**src/rtl/stopwatch_pkg.sv**
```systemverilog
// Shared encodings and helpers for the stopwatch controller.
package stopwatch_pkg;

  // Controller state encoding.
  localparam logic [1:0] ST_IDLE  = 2'd0;
  localparam logic [1:0] ST_RUN   = 2'd1;
  localparam logic [1:0] ST_PAUSE = 2'd2;
  localparam logic [1:0] ST_LAP   = 2'd3;

  typedef enum logic [1:0] {
    S_IDLE  = ST_IDLE,
    S_RUN   = ST_RUN,
    S_PAUSE = ST_PAUSE,
    S_LAP   = ST_LAP
  } state_t;

  // Largest value a BCD digit may hold.
  localparam logic [3:0] BCD_MAX = 4'd9;

  // Display word layout expected by the seven-segment driver.
  localparam int DISP_W      = 10;
  localparam int DP_TENS_BIT = 9;
  localparam int DP_ONES_BIT = 8;
  localparam int TENS_MSB    = 7;
  localparam int TENS_LSB    = 4;
  localparam int ONES_MSB    = 3;
  localparam int ONES_LSB    = 0;

  typedef struct packed {
    logic [3:0] tens;
    logic [3:0] ones;
  } bcd2_t;

  // Assemble the driver word from decimal points and two digits.
  function automatic logic [DISP_W-1:0] pack_display(input logic  dp_tens,
                                                     input logic  dp_ones,
                                                     input bcd2_t digits);
    logic [DISP_W-1:0] w;
    w                    = '0;
    w[DP_TENS_BIT]       = dp_tens;
    w[DP_ONES_BIT]       = dp_ones;
    w[TENS_MSB:TENS_LSB] = digits.tens;
    w[ONES_MSB:ONES_LSB] = digits.ones;
    return w;
  endfunction

endpackage

```
**src/rtl/button_debounce.sv**
```systemverilog
// Synchronizes and debounces one raw push-button; emits a one-cycle pulse
// on each accepted press (releases are debounced silently).
module button_debounce #(
  parameter int DEBOUNCE_CYCLES = 500000
) (
  input  logic clk,
  input  logic rst,
  input  logic btn_raw,
  output logic level,
  output logic press
);

  localparam int            CW       = $clog2(DEBOUNCE_CYCLES + 1);
  localparam logic [CW-1:0] CNT_LAST = CW'(DEBOUNCE_CYCLES - 1);

  logic          sync1;
  logic          sync2;
  logic          level_q;
  logic [CW-1:0] cnt;

  // Two-flop synchronizer for the asynchronous button input.
  // NOTE: sequential state uses non-blocking assignments so every flop samples pre-edge values.
  always_ff @(posedge clk) begin
    if (rst) begin
      sync1 <= 1'b0;
      sync2 <= 1'b0;
    end else begin
      sync1 <= btn_raw;
      sync2 <= sync1;
    end
  end

  // Count consecutive cycles the synced level disagrees with the accepted level.
  always_ff @(posedge clk) begin
    if (rst) begin
      cnt   <= '0;
      level <= 1'b0;
    end else if (sync2 == level) begin
      cnt <= '0;
    end else if (cnt == CNT_LAST) begin
      cnt   <= '0;
      level <= ~level;
    end else begin
      cnt <= cnt + CW'(1);
    end
  end

  // Rising edge of the accepted level becomes a one-cycle press pulse.
  always_ff @(posedge clk) begin
    if (rst) begin
      level_q <= 1'b0;
      press   <= 1'b0;
    end else begin
      level_q <= level;
      press   <= level & ~level_q;
    end
  end

endmodule

```
**src/rtl/stopwatch_control.sv**
```systemverilog
// Stopwatch controller: debounced buttons drive a run/pause/lap/clear FSM
// and a two-digit BCD count, presented as a registered driver word.
module stopwatch_control
  import stopwatch_pkg::*;
#(
  parameter int DEBOUNCE_CYCLES = 500000
) (
  input  logic       clk,
  input  logic       rst,
  input  logic       tick,
  input  logic       btn_run,
  input  logic       btn_lap,
  input  logic       btn_clear,
  output logic [9:0] data,
  output logic       data_valid,
  output logic       running,
  output logic       lap_active
);

  logic press_run, press_lap, press_clear;
  // Accepted levels are not needed here; only the press pulses are used.
  logic [2:0] levels_unused;

  button_debounce #(.DEBOUNCE_CYCLES(DEBOUNCE_CYCLES)) u_deb_run (
    .clk(clk), .rst(rst), .btn_raw(btn_run), .level(levels_unused[0]), .press(press_run)
  );
  button_debounce #(.DEBOUNCE_CYCLES(DEBOUNCE_CYCLES)) u_deb_lap (
    .clk(clk), .rst(rst), .btn_raw(btn_lap), .level(levels_unused[1]), .press(press_lap)
  );
  button_debounce #(.DEBOUNCE_CYCLES(DEBOUNCE_CYCLES)) u_deb_clear (
    .clk(clk), .rst(rst), .btn_raw(btn_clear), .level(levels_unused[2]), .press(press_clear)
  );

  state_t            state_q, state_d;
  bcd2_t             cnt_q, cnt_inc, cnt_d;
  bcd2_t             snap_q, snap_d;
  bcd2_t             shown;
  logic              ovf_q, ovf_inc, ovf_d;
  logic [DISP_W-1:0] data_d;
  logic              first_q;

  // Next-state, count, snapshot and display word for the coming edge.
  // NOTE: every variable gets a default first so no path can infer a latch.
  always_comb begin
    state_d = state_q;
    cnt_inc = cnt_q;
    ovf_inc = ovf_q;
    snap_d  = snap_q;

    // Count advances from the pre-transition state only.
    if (tick && (state_q == S_RUN || state_q == S_LAP)) begin
      if (cnt_q.ones == BCD_MAX) begin
        cnt_inc.ones = 4'd0;
        if (cnt_q.tens == BCD_MAX) begin
          cnt_inc.tens = 4'd0;
          ovf_inc      = 1'b1;
        end else begin
          cnt_inc.tens = cnt_q.tens + 4'd1;
        end
      end else begin
        cnt_inc.ones = cnt_q.ones + 4'd1;
      end
    end

    cnt_d = cnt_inc;
    ovf_d = ovf_inc;

    // Each branch tests only the presses that matter there, in clear > run > lap order.
    case (state_q)
      S_IDLE: begin
        if (press_run) state_d = S_RUN;
      end
      S_RUN: begin
        if (press_run) begin
          state_d = S_PAUSE;
        end else if (press_lap) begin
          state_d = S_LAP;
          snap_d  = cnt_inc;  // includes a tick landing in the same cycle
        end
      end
      S_PAUSE: begin
        if (press_clear) begin
          state_d = S_IDLE;
          cnt_d   = '0;
          ovf_d   = 1'b0;
        end else if (press_run) begin
          state_d = S_RUN;
        end
      end
      S_LAP: begin
        if (press_run) begin
          state_d = S_PAUSE;
          snap_d  = '0;
        end else if (press_lap) begin
          state_d = S_RUN;
          snap_d  = '0;
        end
      end
      default: state_d = S_IDLE;
    endcase

    shown  = (state_d == S_LAP) ? snap_d : cnt_d;
    data_d = pack_display(ovf_d, state_d == S_LAP, shown);
  end

  // Controller state, live count, overflow flag and lap snapshot.
  always_ff @(posedge clk) begin
    if (rst) begin
      state_q <= S_IDLE;
      cnt_q   <= '0;
      ovf_q   <= 1'b0;
      snap_q  <= '0;
    end else begin
      state_q <= state_d;
      cnt_q   <= cnt_d;
      ovf_q   <= ovf_d;
      snap_q  <= snap_d;
    end
  end

  // Registered outputs; data_valid flags a changed word, plus once after reset.
  always_ff @(posedge clk) begin
    if (rst) begin
      data       <= '0;
      data_valid <= 1'b0;
      running    <= 1'b0;
      lap_active <= 1'b0;
      first_q    <= 1'b1;
    end else begin
      data       <= data_d;
      data_valid <= first_q | (data_d != data);
      running    <= (state_d == S_RUN) || (state_d == S_LAP);
      lap_active <= (state_d == S_LAP);
      first_q    <= 1'b0;
    end
  end

endmodule

```
**config.mk**
```make
export PLATFORM = sky130hd
export DESIGN_NAME = stopwatch_control
export DESIGN_NICKNAME = d
export VERILOG_FILES = /design/src/rtl/stopwatch_pkg.sv /design/src/rtl/button_debounce.sv /design/src/rtl/stopwatch_control.sv
export SDC_FILE = /design/constraint.sdc
export NUM_CORES = 1
export LEC_CHECK = 0
export ABC_AREA = 1
export BUFFER_PORTS_ARGS = -buffer_cell sky130_fd_sc_hd__buf_2
export CORE_ASPECT_RATIO = 0.5
export CORE_MARGIN = 2
export CORE_UTILIZATION = 56
export CTS_CLUSTER_DIAMETER = 200
export DETAILED_ROUTE_END_ITERATION = 8
export PLACE_DENSITY = 0.84
export SYNTH_ARGS = -nofsm -noshare
export SYNTH_HDL_FRONTEND = slang
export SYNTH_HIERARCHICAL = 1
export SYNTH_SLANG_ARGS = --single-unit
export TNS_END_PERCENT = 100
```
**constraint.sdc**
```tcl
create_clock -name clk -period 1.6 [get_ports clk]
set_input_delay 0.16 -clock clk [delete_from_list [all_inputs] [get_ports clk]]
set_output_delay 0.16 -clock clk [all_outputs]
set_load 0.02 [all_outputs]
```
==> impl_metrics.py <==
metrics = {
    "route": {
        "vias": 5355,
        "first_pass_iters": 5,
        "drcViolationCount": 0,
        "via_per_inst": 5.21,
        "wirelength_microns": 13300,
        "first_iter_violations": 298,
        "ant_nets": 0,
        "routedWlPerCell_microns": 12.9,
    },
    "sta": {
        "rsz0062_at_grt": "yes",
        "fin_setup_tns_ps": -476,
        "finalCriticalPeriod_ps": 1870,
        "skew_ps": 10.0,
        "fmax_ghz": 0.534,
        "hold_viol": 0,
        "layout_setup_ws_ps": -272,
        "fin_crit_sh_pct": 117,
        "worstMarginPinSlew_ps": 399,
        "slew_violations": 0,
        "finalSetupViolations": 3,
        "hold_ws_ps": 25.3,
        "slew_headroom_pct": 73.4,
    },
    "logic_synthesis": {
        "syn-num-nets": 828,
        "synth_cell_types": 33,
        "synth_area_sq_um": 5470,
        "seq_area_frac_synth_pct": 37.7,
        "syn_area_per_cell_sq_um": 6.71,
        "ys_warn_count": 6,
        "ys_ff_latch": 103,
        "netlist_instances": 815,
    },
    "critical_path": {
        "crit_slowest_cell": "dfxtp_4",
        "crit_path_end_kind": "flop",
        "required_ps": 1850,
        "path_max_fanout": 8,
        "cp_cell_sequence": "buf_8, nor2_1, nand2_1, nand3_2, nand2_4, buf_4, nand2_4, nand2_2, nand2_2, nand2_2, nor2_4, nand2_1, nor2_1, nand3_1, nand2_1, inv_1",
        "path_delay_family": "simple AND/OR/NAND/NOR gates",
        "slowest_delay_ps": 370,
        "crit_buf_inv": 3,
        "cp.arrival_ps": 2130,
        "crit_path_start_kind": "flop",
        "criticalPathCategory": "flop to flop",
    },
    "grt": {
        "antenna_found_initial": 0,
        "grt_max_degree": 37,
        "grt_overflow": 0,
        "groute.usage.overall_pct": 24.7,
        "grt_pass1_wl_microns": 20800,
        "grt_pass1_vias": 4782,
    },
    "place": {
        "place_ws_ps": -242,
        "dp.cells": 1004,
        "dp_hpwl_microns": 8680,
        "gp_congestion": 0.899,
        "numPortBuffers": 18,
    },
    "status": {
        "outcome": "finished with violations",
        "violations": "setup timing",
    },
    "floorplanning": {
        "die_h_microns": 73.9,
        "row_count": 25,
        "die_area_sq_um": 10600,
        "die_w_microns": 144,
        "core_sq_um": 9480,
        "ios": 19,
        "start_util_pct": 57.7,
    },
    "power": {
        "pwr_density_cell_nw_per_um2": 720,
        "pwr-share-comb_pct": 1.7,
        "clock_power_share_pct": 44.2,
        "p_leak_nw": 2.77,
        "p_sw_w": 0.00105,
        "sw_frac_of_total_pct": 22.1,
        "p_int_w": 0.00371,
        "power.total_w": 0.00476,
        "pwr-share-seq_pct": 54.1,
        "max-vdd-ir-drop_mv": 0.487,
    },
    "layout": {
        "final_cell_mix": "200 x nand2_1, 148 x nor2_1, 97 x dfxtp_1",
        "finalNonFillerCells": 1028,
        "final_nets": 901,
        "nFillCells": 733,
        "multiInputGateArea_sq_um": 3160,
        "seqCellArea_sq_um": 2070,
        "final_common_cell": "nand2_1",
        "diodes": 0,
        "areaGrowthSynthToFinish_pct": 20.9,
        "drive_above_1_share_pct": 23.5,
    },
    "clocking": {
        "root_buffer": "clkbuf_16",
        "clkTransAtPathRegs_ps": 70,
        "numCtsBuffers": 9,
        "clk_path_buf_depth": 2,
        "htree_levels": 3,
        "cts_sinks": 103,
        "cts_tree": "built",
        "clk_latency_ps": 350,
    },
    "worst_hold_path": {
        "hold_path.class": "input port to flop",
    },
    "job": {
        "maxCapViolations": 0,
    },
}
-- per-layer routing --
layer	track usage [%]	wire length, microns
met1	27.5	5520
met2	46.0	6480
met3	6.32	788
met4	9.69	479
met5	0	0
-- repair_timing --
action	in CTS	in global routing
buffers inserted	7	3
hold buffers	0	0
resized for setup	27	53
gates cloned	1	1
setup endpoints to repair	3	47
pin swaps	19	23
-- power groups by stage --
stage | logic (W) | clock network (W) | registers [W]
2_1_floorplan | 0.0000477 | 0 | 0.00264
3_3_place_gp | 0.0000725 | 0 | 0.00264
3_5_place_dp | 0.0000741 | 0 | 0.00264
4_1_cts | 0.0000748 | 0.00215 | 0.00258
5_1_grt | 0.0000893 | 0.00223 | 0.00258
6_report | 0.0000801 | 0.00211 | 0.00258
-- sequential cells by signal, indices dropped and copies added, names as in the netlist, 2 cells and up --
name             flops
snap_q               8
cnt_q                8
data                 9
state_q              2
u_deb_clear/cnt     19
u_deb_run/cnt       19
u_deb_lap/cnt       19
-- synth_stat cells (all sizes together) --
| library cell | count | area share (%) |
|---|---|---|
| xor2 | 12 | 1.9 |
| nand3 | 72 | 7.7 |
| ha | 7 | 1.6 |
| a211oi | 1 | 0.14 |
| inv | 108 | 7.5 |
| dfxtp | 103 | 38 |
| xnor2 | 3 | 0.48 |
| nor3 | 12 | 1.1 |
| a21oi | 38 | 3.5 |
| a22oi | 1 | 0.14 |
| buf | 8 | 1.4 |
| clkbuf | 3 | 0.21 |
| o21ai | 12 | 1.1 |
| or2 | 7 | 0.80 |
| o21bai | 3 | 0.48 |
| nand4 | 10 | 1.1 |
| nand3b | 4 | 0.55 |
| nand2 | 234 | 18 |
| nor2 | 177 | 15 |
-- worst reg2reg max path, stage by stage (launching register included) --
cell	delay (ps)
dfxtp_4	370
buf_8	150
nor2_1	150
nand2_1	90
nand3_2	120
nand2_4	120
buf_4	170
nand2_4	60
nand2_2	60
nand2_2	60
nand2_2	60
nor2_4	80
nand2_1	50
nor2_1	80
nand3_1	70
nand2_1	60
inv_1	30
-- path summary, 6_finish.rpt --
path,start,to,slack [ps],cells after the start
setup / recovery,state_q[0]$_SDFF_PP0_,data_valid$_SDFF_PP0_,-270,16
hold / removal,btn_lap,u_deb_lap/sync1$_SDFF_PP0_,30,3
setup reg to reg,state_q[0]$_SDFF_PP0_,data_valid$_SDFF_PP0_,-270,16
hold reg to reg,u_deb_run/level_q$_SDFF_PP0_,u_deb_run/press$_SDFF_PP0_,390,1
-- per-stage QoR --
stage	area, sq um	utilization [%]
final	6610	69.8
after global placement	6000	63.3
after detailed placement	6000	63.3
after floorplan	5470	-
after global routing	6610	69.8
after CTS	6430	67.8
-- cells by family (layout without fill, tap and decap cells) --
kind of cell / count (synthesis) / in the layout / share of synthesized area (%)
adder cells (fa/ha/maj): 7 / 7 / 1.60
flip-flops: 103 / 103 / 37.7
buffers and inverters: 119 / 195 / 9.10
AO/OA/AOI/OAI: 55 / 55 / 5.33
AND/OR/NAND/NOR: 516 / 518 / 43.9
XOR/XNOR: 15 / 15 / 2.40
-- cell type report --
cell class | count | area share, %
Clock buffer | 11 | 3.67
Sequential cell | 103 | 31.4
Inverter | 108 | 6.24
Tap cell | 135 | 2.55
Multi-Input combinational cell | 595 | 47.7
Clock inverter | 5 | 0.605
Timing Repair Buffer | 71 | 7.83
No activity file was read; power rests on OpenSTA's default activity.
